File: src/rtl/gray_pkg.sv
// Shared Gray-code helpers: reference converters and the per-stage slicing rule
// used by the pipelined decoder, its assertions and the bin2gray/gray2bin benches.
package gray_pkg;

    localparam int MAX_W = 64;

    typedef struct packed {
        int hi;
        int lo;
    } bounds_t;

    function automatic logic [63:0] gray2bin_f(input logic [63:0] g);
        logic [63:0] b;
        b[63] = g[63];
        for (int i = 62; i >= 0; i--) begin
            b[i] = b[i+1] ^ g[i];
        end
        return b;
    endfunction

    function automatic logic [63:0] bin2gray_f(input logic [63:0] b);
        return b ^ (b >> 1);
    endfunction

    // An empty slice (more stages than chunks) comes back as hi=-1, lo=0.
    function automatic bounds_t chunk_bounds(input int width, input int stages, input int k);
        int      chunk;
        bounds_t r;
        chunk = (stages < 1) ? width : (width + stages - 1) / stages;
        r.hi  = width - 1 - k * chunk;
        r.lo  = width - (k + 1) * chunk;
        if (r.lo < 0) begin
            r.lo = 0;
        end
        if (r.hi < 0) begin
            r.hi = -1;
            r.lo = 0;
        end
        return r;
    endfunction

endpackage

File: src/rtl/gray2bin_stage.sv
// One registered slice of the Gray decoder: resolves bits [HI:LO] of the word and
// carries a valid/ready skid-free handshake stage (ready = empty or downstream ready).
module gray2bin_stage
    import gray_pkg::*;
#(
    parameter int WIDTH = 32,
    parameter int HI    = 31,
    parameter int LO    = 0
) (
    input  logic             clk,
    input  logic             rst,
    input  logic             up_valid,
    output logic             up_ready,
    input  logic [WIDTH-1:0] up_data,
    output logic             dn_valid,
    input  logic             dn_ready,
    output logic [WIDTH-1:0] dn_data
);

    if (WIDTH > MAX_W) begin : g_bad_width
        $error("gray2bin_stage: WIDTH exceeds MAX_W");
    end

    logic             valid;
    logic [WIDTH-1:0] data;

    // Bits above HI are already binary, so r[HI+1] seeds this slice's chain.
    function automatic logic [WIDTH-1:0] resolve(input logic [WIDTH-1:0] w);
        logic [WIDTH-1:0] r;
        r = w;
        for (int j = WIDTH - 2; j >= 0; j--) begin
            if (j <= HI && j >= LO) begin
                r[j] = r[j+1] ^ w[j];
            end
        end
        return r;
    endfunction

    assign up_ready = !valid || dn_ready;
    assign dn_valid = valid;
    assign dn_data  = data;

    always_ff @(posedge clk) begin
        if (rst) begin
            valid <= 1'b0;
            data  <= '0;
        end else if (up_ready) begin
            valid <= up_valid;
            if (up_valid) begin
                data <= resolve(up_data);
            end
        end
    end

endmodule

File: src/rtl/gray2bin_pipe.sv
// Pipelined Gray-to-binary decoder: the serial XOR prefix chain is cut into STAGES
// registered slices, each with its own valid/ready so bubbles collapse under stall.
module gray2bin_pipe
    import gray_pkg::*;
#(
    parameter int WIDTH  = 32,
    parameter int STAGES = 4
) (
    input  logic             clk,
    input  logic             rst,
    input  logic             in_valid,
    output logic             in_ready,
    input  logic [WIDTH-1:0] gray_in,
    output logic             out_valid,
    input  logic             out_ready,
    output logic [WIDTH-1:0] bin_out
);

    if (WIDTH < 2 || WIDTH > MAX_W || STAGES < 1 || STAGES > WIDTH) begin : g_bad_cfg
        $error("gray2bin_pipe: illegal WIDTH/STAGES combination");
    end

    // Per-stage nets live inside each generate block so the ready chain is a
    // set of distinct signals rather than one self-referencing array.
    for (genvar k = 0; k < STAGES; k++) begin : stg
        localparam bounds_t BND = chunk_bounds(WIDTH, STAGES, k);

        logic             up_valid;
        logic             up_ready;
        logic [WIDTH-1:0] up_data;
        logic             dn_valid;
        logic             dn_ready;
        logic [WIDTH-1:0] dn_data;

        if (k == 0) begin : g_head
            assign up_valid = in_valid;
            assign up_data  = gray_in;
        end else begin : g_body
            assign up_valid = stg[k-1].dn_valid;
            assign up_data  = stg[k-1].dn_data;
        end

        if (k == STAGES - 1) begin : g_tail
            assign dn_ready = out_ready;
        end else begin : g_link
            assign dn_ready = stg[k+1].up_ready;
        end

        gray2bin_stage #(
            .WIDTH (WIDTH),
            .HI    (BND.hi),
            .LO    (BND.lo)
        ) u_stage (
            .clk      (clk),
            .rst      (rst),
            .up_valid (up_valid),
            .up_ready (up_ready),
            .up_data  (up_data),
            .dn_valid (dn_valid),
            .dn_ready (dn_ready),
            .dn_data  (dn_data)
        );
    end

    assign in_ready  = stg[0].up_ready;
    assign out_valid = stg[STAGES-1].dn_valid;
    assign bin_out   = stg[STAGES-1].dn_data;

    a_out_hold : assert property (@(posedge clk) disable iff (rst)
        (out_valid && !out_ready) |=> (out_valid && $stable(bin_out)))
        else $error("gray2bin_pipe: output changed while stalled");

    a_full_blocks : assert property (@(posedge clk) disable iff (rst)
        (out_valid && !out_ready && in_ready) |-> !stg[0].dn_valid || (STAGES > 1))
        else $error("gray2bin_pipe: single-stage pipe accepted while full");

endmodule

File: config.mk
export PLATFORM = sky130hd
export DESIGN_NAME = gray2bin_pipe
export DESIGN_NICKNAME = d
export VERILOG_FILES = /design/src/rtl/gray_pkg.sv /design/src/rtl/gray2bin_stage.sv /design/src/rtl/gray2bin_pipe.sv
export SDC_FILE = /design/constraint.sdc
export NUM_CORES = 1
export LEC_CHECK = 0
export ABC_AREA = 0
export BUFFER_PORTS_ARGS = -buffer_cell sky130_fd_sc_hd__buf_4
export CORE_MARGIN = 10
export CORE_UTILIZATION = 45
export DETAILED_ROUTE_END_ITERATION = 10
export GPL_TIMING_DRIVEN = 0
export PLACE_DENSITY = 0.65
export SETUP_SLACK_MARGIN = 0.1
export SLEW_MARGIN = 20
export SYNTH_ARGS = -nofsm -noshare
export SYNTH_HDL_FRONTEND = slang
export SYNTH_SLANG_ARGS = --single-unit
File: constraint.sdc
create_clock -name clk -period 6.3 [get_ports clk]
set_input_delay 1.89 -clock clk [delete_from_list [all_inputs] [get_ports clk]]
set_output_delay 1.89 -clock clk [all_outputs]
set_load 0.1 [all_outputs]
Word level (Yosys, flattened, before mapping):

Cells that the tools add are included.

* muxes and demuxes: 81
* reduce and logical (&&, ||, !) cells: 12
* bitwise operators: 31

Operators with widths (number)
* two-way mux 1 bit: 81
* XOR 1 bit: 31
* AND reduction 2 bit: 4
* logical NOT 1 bit: 4
* logical OR 1 bit: 4

* register bits after elaboration: 132

Depth between registers and ports, before layout:

Gate-level depths: netlist of run 1.

* depth in word-level cells: 31
* mapped depth: 7
* gate-level depth less buffers: 5

Modules after synthesis:

A second synthesis of run 1 with hierarchy kept.

* cells, all modules: 612
* area, all modules: 5165.0 um^2

Modules (own cells, without submodules)
* gray2bin_stage at stg[2].u_stage ...: seq. area each 660.6 um^2, times used 2, cells each 153, area each 1302.5 um^2
* gray2bin_stage at stg[1].u_stage: seq. area each 660.6 um^2, times used 1, cells each 153, area each 1303.8 um^2
* gray2bin_stage at stg[0].u_stage: seq. area each 660.6 um^2, times used 1, cells each 153, area each 1256.2 um^2

Least setup slack after synthesis of run 1:

No wires, ideal clock.

* path type: input to output
* from: input out_ready
* to: output in_ready
* path slack: 1649 ps
* path buffers: 0
* stages: 2
* arrival time: 2761 ps
* cells stage by stage: and4b_1 -> nand2_1

* longest elaborated chain between the ends: 4

RTL lines
* start, declared: line gray2bin_pipe.sv:15 `input logic out_ready,`
* logical OR 1 bit (4 in a row): line gray2bin_stage.sv:39 `assign up_ready = !valid || dn_ready;`
* end, declared: line gray2bin_pipe.sv:12 `output logic in_ready,`

Every way passes these cells.

Worst setup path after layout of run 1:

Same ends and word-level chain as after synthesis.

==> flow_summary.toml, run 1 <==
[outcome]
status = "completed"

[cts]
cts_buffers = 17
cts-root-buf = "clkbuf_8"
cts.sinks = 132
clockBufferDepth = 2
ctsHoldBuffers = 0
worstSkewPairLatency_ps = 520
cts_setup_buffers = 0
cts.clk_slew.worst_paths_ps = 60
htree_levels = 4
cts_tree = "yes"
cts_resized = 0

[timing]
hold_viol_final = 0
worst_pin_slew_ps = 589.8
fin_worst_skew_ps = 4.226
min_period_over_period = 0.7279
layout_min_cycle_time_ps = 4586
slew_headroom = 0.6068
fmax_ghz = 0.2181
setup_viol = 0
finalSetupTns_ps = 0
slew_violations = 0
rsz0062_at_grt = "false"

[final_layout]
final_cell_area_um2 = 6364
fillerInstances = 1023
mostFrequentLayoutCell = "nand2_1"
drive_gt1_frac = 0.1453
areaGrowthSynthToFinish_pct = 26.49
final_cell_mix = "221 x nand2_1, 132 x dfxtp_1, 112 x a21oi_1"
post-route-util = 0.5845
num_antenna_cells = 0
nNetsFinal = 732

[critical_path]
cp_common_cell = "buf_4"
critical_path.slowest_cell = "and4b_1"
crit_fanout = 4
cpLargestDelayFamily = "simple AND/OR/NAND/NOR gates"
cp_num_buf_inv = 2
cpPeakStageDelay_ps = 310
crit_chain = "buf_4, and4b_1, nand2_1, buf_4"
arrival_ps = 2700
cp-end-kind = "output pin"
cp.required_ps = 4410
critPathKind = "in2out"
startpoint_type = "input port"

[yosys]
synth_area_um2 = 5031
synth_cells = 609
synth_compound_area_frac = 0.1370
yosysSeqAreaShare = 0.5252
syn_area_per_cell_um2 = 8.261
yosysWarnings = 0
yosysTopAreaCellShare = 0.5252
synth_flop_cell = "dfxtp_1"
synth-simple-area-share = 0.2029
yosysTopAreaCell = "dfxtp_1"
ys_types = 23
synth_edf_count = 0
synth_xor_area_frac = 0.09823
ys_top_cells_by_area = "dfxtp_1 53%, nand2_1 16%, a21oi_1 11%"
synth.mux.area_fraction = 0.002238
synthAdderAreaFrac = 0
ys_ff_latch = 132
synth_top_family_by_area = "simple AND/OR/NAND/NOR gates"
synth_nets = 645
async_flop_share = 0

[global_routing]
track_usage = 0.1500
grt_pass1_wl_um = 19630
grt_max_degree = 17
grt.overflow.total = 0
antenna_found_initial = 0
grt_pass1_vias = 4037

[floorplan]
dieWidth_um = 125.7
row_count = 38
pin_count = 70
start_util = 0.4621
core_um2 = 10890
die_area_um2 = 15810
dieHeight_um = 125.7

[route]
vias = 4104
firstDrtPassIters = 4
drt_iter0_drc = 195
via_per_inst = 4.834
wl_per_cell_um = 13.99
drc = 0
postRouteAntennaNets = 0
wl_um = 11880

[placed_design]
port_buffers = 68
placed_cell_area_um2 = 5717
dp_hpwl_um = 8963
place_congestion = 0.8232

[power]
cellLeakagePower_nw = 2.409
combPwrFrac = 0.087
ir_worst_vdd_mv = 0.1800
switching_share = 0.2257
p_int_mw = 1.648
power.share.clock = 0.497
powerDensity_nw_per_um2 = 334.5
p_seq_frac = 0.415
p_sw_uw = 480.6

[min_path]
hp-class = "reg2reg"

[job]
max_cap_viol_count = 0
## power groups by stage
stage	Clock (mW)	Sequential, mW	Combinational, mW
after CTS	1.07	0.884	0.188
final	1.06	0.884	0.186
after floorplan	0	0.907	0.125
after global routing	1.11	0.887	0.206
after global placement	0	0.901	0.183
after detailed placement	0	0.902	0.186
## worst min-delay path, cell delays in order (launching register included)
cell and delay, ps:
dfxtp_1 310, nand2_1 50, a21oi_1 50
## flip-flops by register name (all words and copies together), names as in the netlist
name,count
stg.u_stage.dn_valid,4
stg.u_stage.dn_data,128
## kinds of logic (layout without fill, tap and decap cells)
family,Yosys count,after routing
AOI/OAI and AO/OA,129,129
xor gates and xnor gates,39,39
buffers and inverters,46,146
DFF,132,132
muxes,1,1
and+or+nand+nor,262,262
## metrics by stage
| stage | cells | power [mW] | worst slack [ps] | hold WS [ps] |
|---|---|---|---|---|
| global placement | 817 | 1.085 | 1724 | 440.5 |
| CTS | 849 | 2.147 | 1716 | 455.7 |
| floorplan | 609 | 1.032 | 1649 | 432.1 |
| global route | 849 | 2.202 | 1671 | 475.3 |
| detailed placement | 817 | 1.088 | 1727 | 447.6 |
| finish | 849 | 2.129 | 1714 | 452.8 |
## final timing paths
kind | cells past startpoint | slack [ps] | startpoint | end
max | 4 | 1710 | out_ready | in_ready
min | 2 | 450 | stg[3].u_stage.dn_data[10] | stg[3].u_stage.dn_data[10]
max reg2reg | 5 | 3990 | stg[1].u_stage.dn_data[16] | stg[2].u_stage.dn_data[8]
min reg2reg | 2 | 450 | stg[3].u_stage.dn_data[10] | stg[3].u_stage.dn_data[10]
## synth_stat cells (all sizes together) (3+ instances only)
master    n
nand2   221
dfxtp   132
a21oi   112
clkbuf   42
nor2     28
xnor2    21
a211oi   14
xor2      8
xnor3     6
and2      4
inv       4
xor3      4
nor3      3
## layout make-up
| type | instances | area (um^2) | share of cell area |
|---|---|---|---|
| clock buffer | 19 | 441.7 | 0.06941 |
| buffer | 42 | 157.7 | 0.02477 |
| clock inverter | 13 | 205.2 | 0.03225 |
| tap | 140 | 175.2 | 0.02753 |
| multi-input combinational | 431 | 2216 | 0.3482 |
| timing repair buffer | 68 | 510.5 | 0.08022 |
| inverter | 4 | 15.01 | 0.002359 |
| sequential | 132 | 2643 | 0.4153 |
## layer usage
metal,up-vias,global-route usage,routed length (um)
li1,2153,-,-
met1,1868,0.1874,5681
met2,73,0.2394,5458
met3,10,0.05831,650
met4,0,0.03416,87
met5,-,0,0
Power figures use the tool's default switching activity.
==> run 2: changes to the inputs <==
- ABC_AREA: 0 -> 1
- PLACE_DENSITY: 0.65 -> 0.67
- clock period: 6.3 -> 3.85 ns (I/O delays scaled with it)
==> flow_summary.toml, run 2 <==
[yosys]
synth_area_um2 = 5161
ys_ff_latch = 132
ys_top_cells_by_area = "dfxtp_1 51%, o21ai_0 11%, nor2_1 10%"
synth_common_cells = "142 x nor2_1, 132 x dfxtp_1, 115 x o21ai_0"
synth_flop_cell = "dfxtp_1"
syn_area_per_cell_um2 = 7.524
synth.most_common_cell = "nor2_1"
yosysTopAreaCell = "dfxtp_1"
synth_nets = 722
yosysWarnings = 0
ys_types = 22
synth_cells = 686
yosysSeqAreaShare = 0.5120
async_flop_share = 0
synth_edf_count = 0
yosysTopAreaCellShare = 0.5120

[placed_design]
port_buffers = 68
dp_hpwl_um = 9613
placed_cell_area_um2 = 5851
place_congestion = 0.8526

[critical_path]
critPathKind = "in2out"
worst_r2r_path_depth = 13
crit_chain = "buf_4, nor2_2, inv_2, nor2_1, inv_1, nor2_1, inv_1, nor2_2, inv_1, buf_4"
cp.required_ps = 2690
critical_path.slowest_cell = "buf_4"
cp_num_buf_inv = 6
r2r_start = "stg[3].u_stage.dn_valid"
cp_common_cell = "inv_1"
r2r-end = "stg[0].u_stage.dn_data[25]"
crit_fanout = 3
startpoint = "out_ready"
cp-end-kind = "output pin"
r2r_slack_ps = 1940
cpLargestDelayFamily = "buffers and inverters"
cpPeakStageDelay_ps = 230
arrival_ps = 2350
startpoint_type = "input port"

[cts]
clockBufferDepth = 2
cts-root-buf = "clkbuf_16"
cts.clk_slew.worst_paths_ps = 50
cts_resized = 0
cts.sinks = 132
cts_buffers = 17
ctsHoldBuffers = 0
htree_levels = 4
cts_tree = "yes"
worstSkewPairLatency_ps = 410
cts_setup_buffers = 0

[final_layout]
num_antenna_cells = 0
final_cell_area_um2 = 6465
seq_area_um2 = 2643
areaGrowthSynthToFinish_pct = 25.26
post-route-util = 0.5711
drive_gt1_frac = 0.1718
fillerInstances = 1069
mostFrequentLayoutCell = "nor2_1"
multi_input_area_um2 = 2072
final_cell_mix = "142 x nor2_1, 132 x dfxtp_1, 115 x o21ai_0"
largest_reg_flops = 128
nNetsFinal = 809

[power]
p_int_mw = 2.666
p_sw_uw = 902.2
p_seq_frac = 0.417
ir_worst_vdd_mv = 0.3199
p_total_mw = 3.569
switching_share = 0.2528
power.share.clock = 0.460
combPwrFrac = 0.123
cellLeakagePower_nw = 2.938
powerDensity_nw_per_um2 = 552.0

[outcome]
status = "completed"

[route]
via_per_inst = 4.990
met1_length_um = 6045
drt_iter0_drc = 287
dr_wl_met2_um = 5765
vias = 4636
drc = 0
wl_um = 12740
top_layer_used = "met4"
wl_per_cell_um = 13.71
firstDrtPassIters = 5
met3_length_um = 691
postRouteAntennaNets = 0

[timing]
worst_hold_slack_ps = 458.2
setup_viol = 0
worst_pin_slew_ps = 658.2
slew_headroom = 0.5612
rsz0062_at_grt = "false"
hold_viol_final = 0
fmax_ghz = 0.2856
finalSetupTns_ps = 0
layout_min_cycle_time_ps = 3502
fin_worst_skew_ps = 7.670
min_period_over_period = 0.9096
slew_violations = 0

[floorplan]
pin_count = 70
row_count = 39
start_util = 0.4559
dieHeight_um = 127.1
die_area_um2 = 16150
core_um2 = 11320
dieWidth_um = 127.1

[job]
max_cap_viol_count = 0

[min_path]
hp-class = "reg2reg"
worstHoldStart = "stg[2].u_stage.dn_data[11]"
whs_endpoint = "stg[3].u_stage.dn_data[11]"
hold_depth = 2

[global_routing]
grt_max_degree = 17
grt_pass1_wl_um = 20700
grt_pass1_vias = 4412
grt.overflow.total = 0
track_usage = 0.1561
antenna_found_initial = 0
run 2: cell types whose count changed after synthesis, moves of 17 or more:
cell / delta
inv_1: +65
clkbuf_1: -17
nand3_1: +55
xnor2_1: -20
a21oi_1: -62
o21ai_0: +115
nor2_1: +114
nand2_1: -179
run 2: cell families after synthesis:
kind of cell,synth area share
AOI/OAI and AO/OA,0.1794
xor gates and xnor gates,0.001697
buffers and inverters,0.08654
DFF,0.5120
and+or+nand+nor,0.2204
run 2: how the worst max path moves through the flow:
stage | end | depth (start not counted)
CTS | in_ready | 10
global route | in_ready | 10
global placement | in_ready | 10
floorplan | in_ready | 8
finish | in_ready | 10
detailed placement | in_ready | 10
run 2: metal layers:
metal / vias up / GRT usage
li1: 2417 / -
met1: 2080 / 0.1966
met2: 121 / 0.2482
met3: 18 / 0.04260
met4: 0 / 0.06162
met5: - / 0
run 2: worst min-delay path: stages, from the launching register on:
cell	delay, ps
dfxtp_1	290
inv_1	60
a21oi_1	60
run 2: power groups by stage:
| stage | sequential [mW] | clock (mW) | combinational, mW |
|---|---|---|---|
| 2_1_floorplan | 1.59 | 0 | 0.234 |
| 3_3_place_gp | 1.51 | 0 | 0.429 |
| 3_5_place_dp | 1.52 | 0 | 0.436 |
| 4_1_cts | 1.49 | 1.66 | 0.440 |
| 5_1_grt | 1.50 | 1.71 | 0.491 |
| 6_report | 1.49 | 1.64 | 0.438 |
run 2: through the flow:
stage	std cells	setup slack (ps)
detailed placement	897	391.6
CTS	929	343.1
finish	929	348.0
floorplan	686	610.2
global placement	897	413.5
global route	929	208.3
run 2: cell type report:
class	instances	area share
plain buffers	38	0.02613
clock buffers	24	0.07606
clock inverters	8	0.01897
inverters	74	0.04296
multi-input cells	442	0.3205
flip-flops and latches	132	0.4087
well taps	143	0.02768
repair buffers	68	0.07896
==> run 3: changes to the inputs <==
- ABC_AREA: 1 -> not set
- PLACE_DENSITY: 0.67 -> 0.68
==> flow_summary.toml, run 3 (synthesis gave the netlist of run 1 again) <==
[critical_path]
startpoint_type = "input port"
crit_fanout = 4
worst_r2r_path_depth = 5
cp-end-kind = "output pin"
critPathKind = "in2out"
cp.required_ps = 2690
arrival_ps = 1950

[timing]
hold_viol_final = 0
fin_worst_skew_ps = 5.264
setup_viol = 0
rsz0062_at_grt = "false"
min_period_over_period = 0.8068
fmax_ghz = 0.3220
finalSetupTns_ps = 0
worst_pin_slew_ps = 596.7
slew_violations = 0
layout_min_cycle_time_ps = 3106
setup_ws_ps = 744.0
slew_headroom = 0.6022
worst_hold_slack_ps = 454.3

[global_routing]
met3_usage = 0.04614
grt-busiest-layer = "met2"
antenna_found_initial = 0
grtUsageMet1 = 0.1826
grt_pass1_wl_um = 19310
grt.overflow.total = 0
grt_max_degree = 17
met2_usage = 0.2360
track_usage = 0.1463
grt_pass1_vias = 3989

[floorplan]
core_um2 = 10890
dieHeight_um = 125.7
row_count = 38
pin_count = 70
dieWidth_um = 125.7
die_area_um2 = 15810
start_util = 0.4621

[final_layout]
multi_input_area_um2 = 2216
seq_area_um2 = 2643
mostFrequentLayoutCell = "nand2_1"
nNetsFinal = 732
instances_no_fill = 849
final_cell_mix = "221 x nand2_1, 132 x dfxtp_1, 112 x a21oi_1"
areaGrowthSynthToFinish_pct = 24.99
largest_reg_flops = 128
drive_gt1_frac = 0.1453
fillerInstances = 990
num_antenna_cells = 0

[cts]
worstSkewPairLatency_ps = 510
cts_setup_buffers = 0
cts.clk_slew.worst_paths_ps = 60
cts-root-buf = "clkbuf_8"
htree_levels = 4
cts_tree = "yes"
clockBufferDepth = 2
cts.sinks = 132
cts_resized = 0
cts_buffers = 17
ctsHoldBuffers = 0

[placed_design]
dp_hpwl_um = 8866
placed_cells = 817
place_ws_ps = 771.7
place_congestion = 0.7917
port_buffers = 68

[min_path]
hp-class = "reg2reg"
hold_depth = 2

[route]
wl_um = 11810
firstDrtPassIters = 4
drc = 0
vias = 4127
drt_iter0_drc = 219
wl_per_cell_um = 13.91
via_per_inst = 4.861
postRouteAntennaNets = 0

[outcome]
status = "completed"

[power]
cellLeakagePower_nw = 2.370
p_total_mw = 3.289
powerDensity_nw_per_um2 = 523.1
ir_worst_vdd_mv = 0.2931

[job]
max_cap_viol_count = 0
[run 3: cell count changes in the layout (fill, tap and decap cells not counted), moves of 20 or more]
| cell | previous run | this run |
|---|---|---|
| inv_1 | 69 | 4 |
| o21ai_0 | 115 | 0 |
| xnor2_1 | 1 | 21 |
| a21oi_1 | 50 | 112 |
| nor2_1 | 142 | 28 |
| nand3_1 | 55 | 0 |
| nand2_1 | 42 | 221 |
[run 3: where the power goes]
group	switching, mW	internal, mW
Clock	0.613	0.925
Sequential	0.0338	1.41
Combinational	0.170	0.134
Total	0.816	2.47
[run 3: cell type report]
type	count	area share
Multi-Input combinational cell	431	0.3524
Clock buffer	17	0.06586
Inverter	4	0.002388
Timing Repair Buffer	68	0.08118
Clock inverter	15	0.02507
Buffer	42	0.02507
Tap cell	140	0.02786
Sequential cell	132	0.4202
[run 3: per-layer routing]
metal  share of wire  up-vias  wire length (um)
li1                -     2160                 -
met1            0.48     1868              5635
met2            0.46       91              5425
met3           0.057        8               679
met4          0.0060        0                71
met5               0        -                 0
[run 3: metrics by stage]
stage | util | instance area [um^2]
finish | 0.5776 | 6289
CTS | 0.5776 | 6289
global route | 0.5776 | 6289
detailed placement | 0.5251 | 5717
global placement | 0.5251 | 5717
floorplan | - | 5031
[run 3: final timing paths]
kind | from | end | slack [ps]
setup / recovery | out_ready | in_ready | 740
hold / removal | stg[0].u_stage.dn_data[11] | stg[1].u_stage.dn_data[11] | 450
setup reg to reg | stg[1].u_stage.dn_data[16] | stg[2].u_stage.dn_data[8] | 1490
hold reg to reg | stg[0].u_stage.dn_data[11] | stg[1].u_stage.dn_data[11] | 450
[run 3: critical path: stages]
cell and delay (ps):
buf_4 120, and4b_1 300, nand2_1 120, buf_4 250
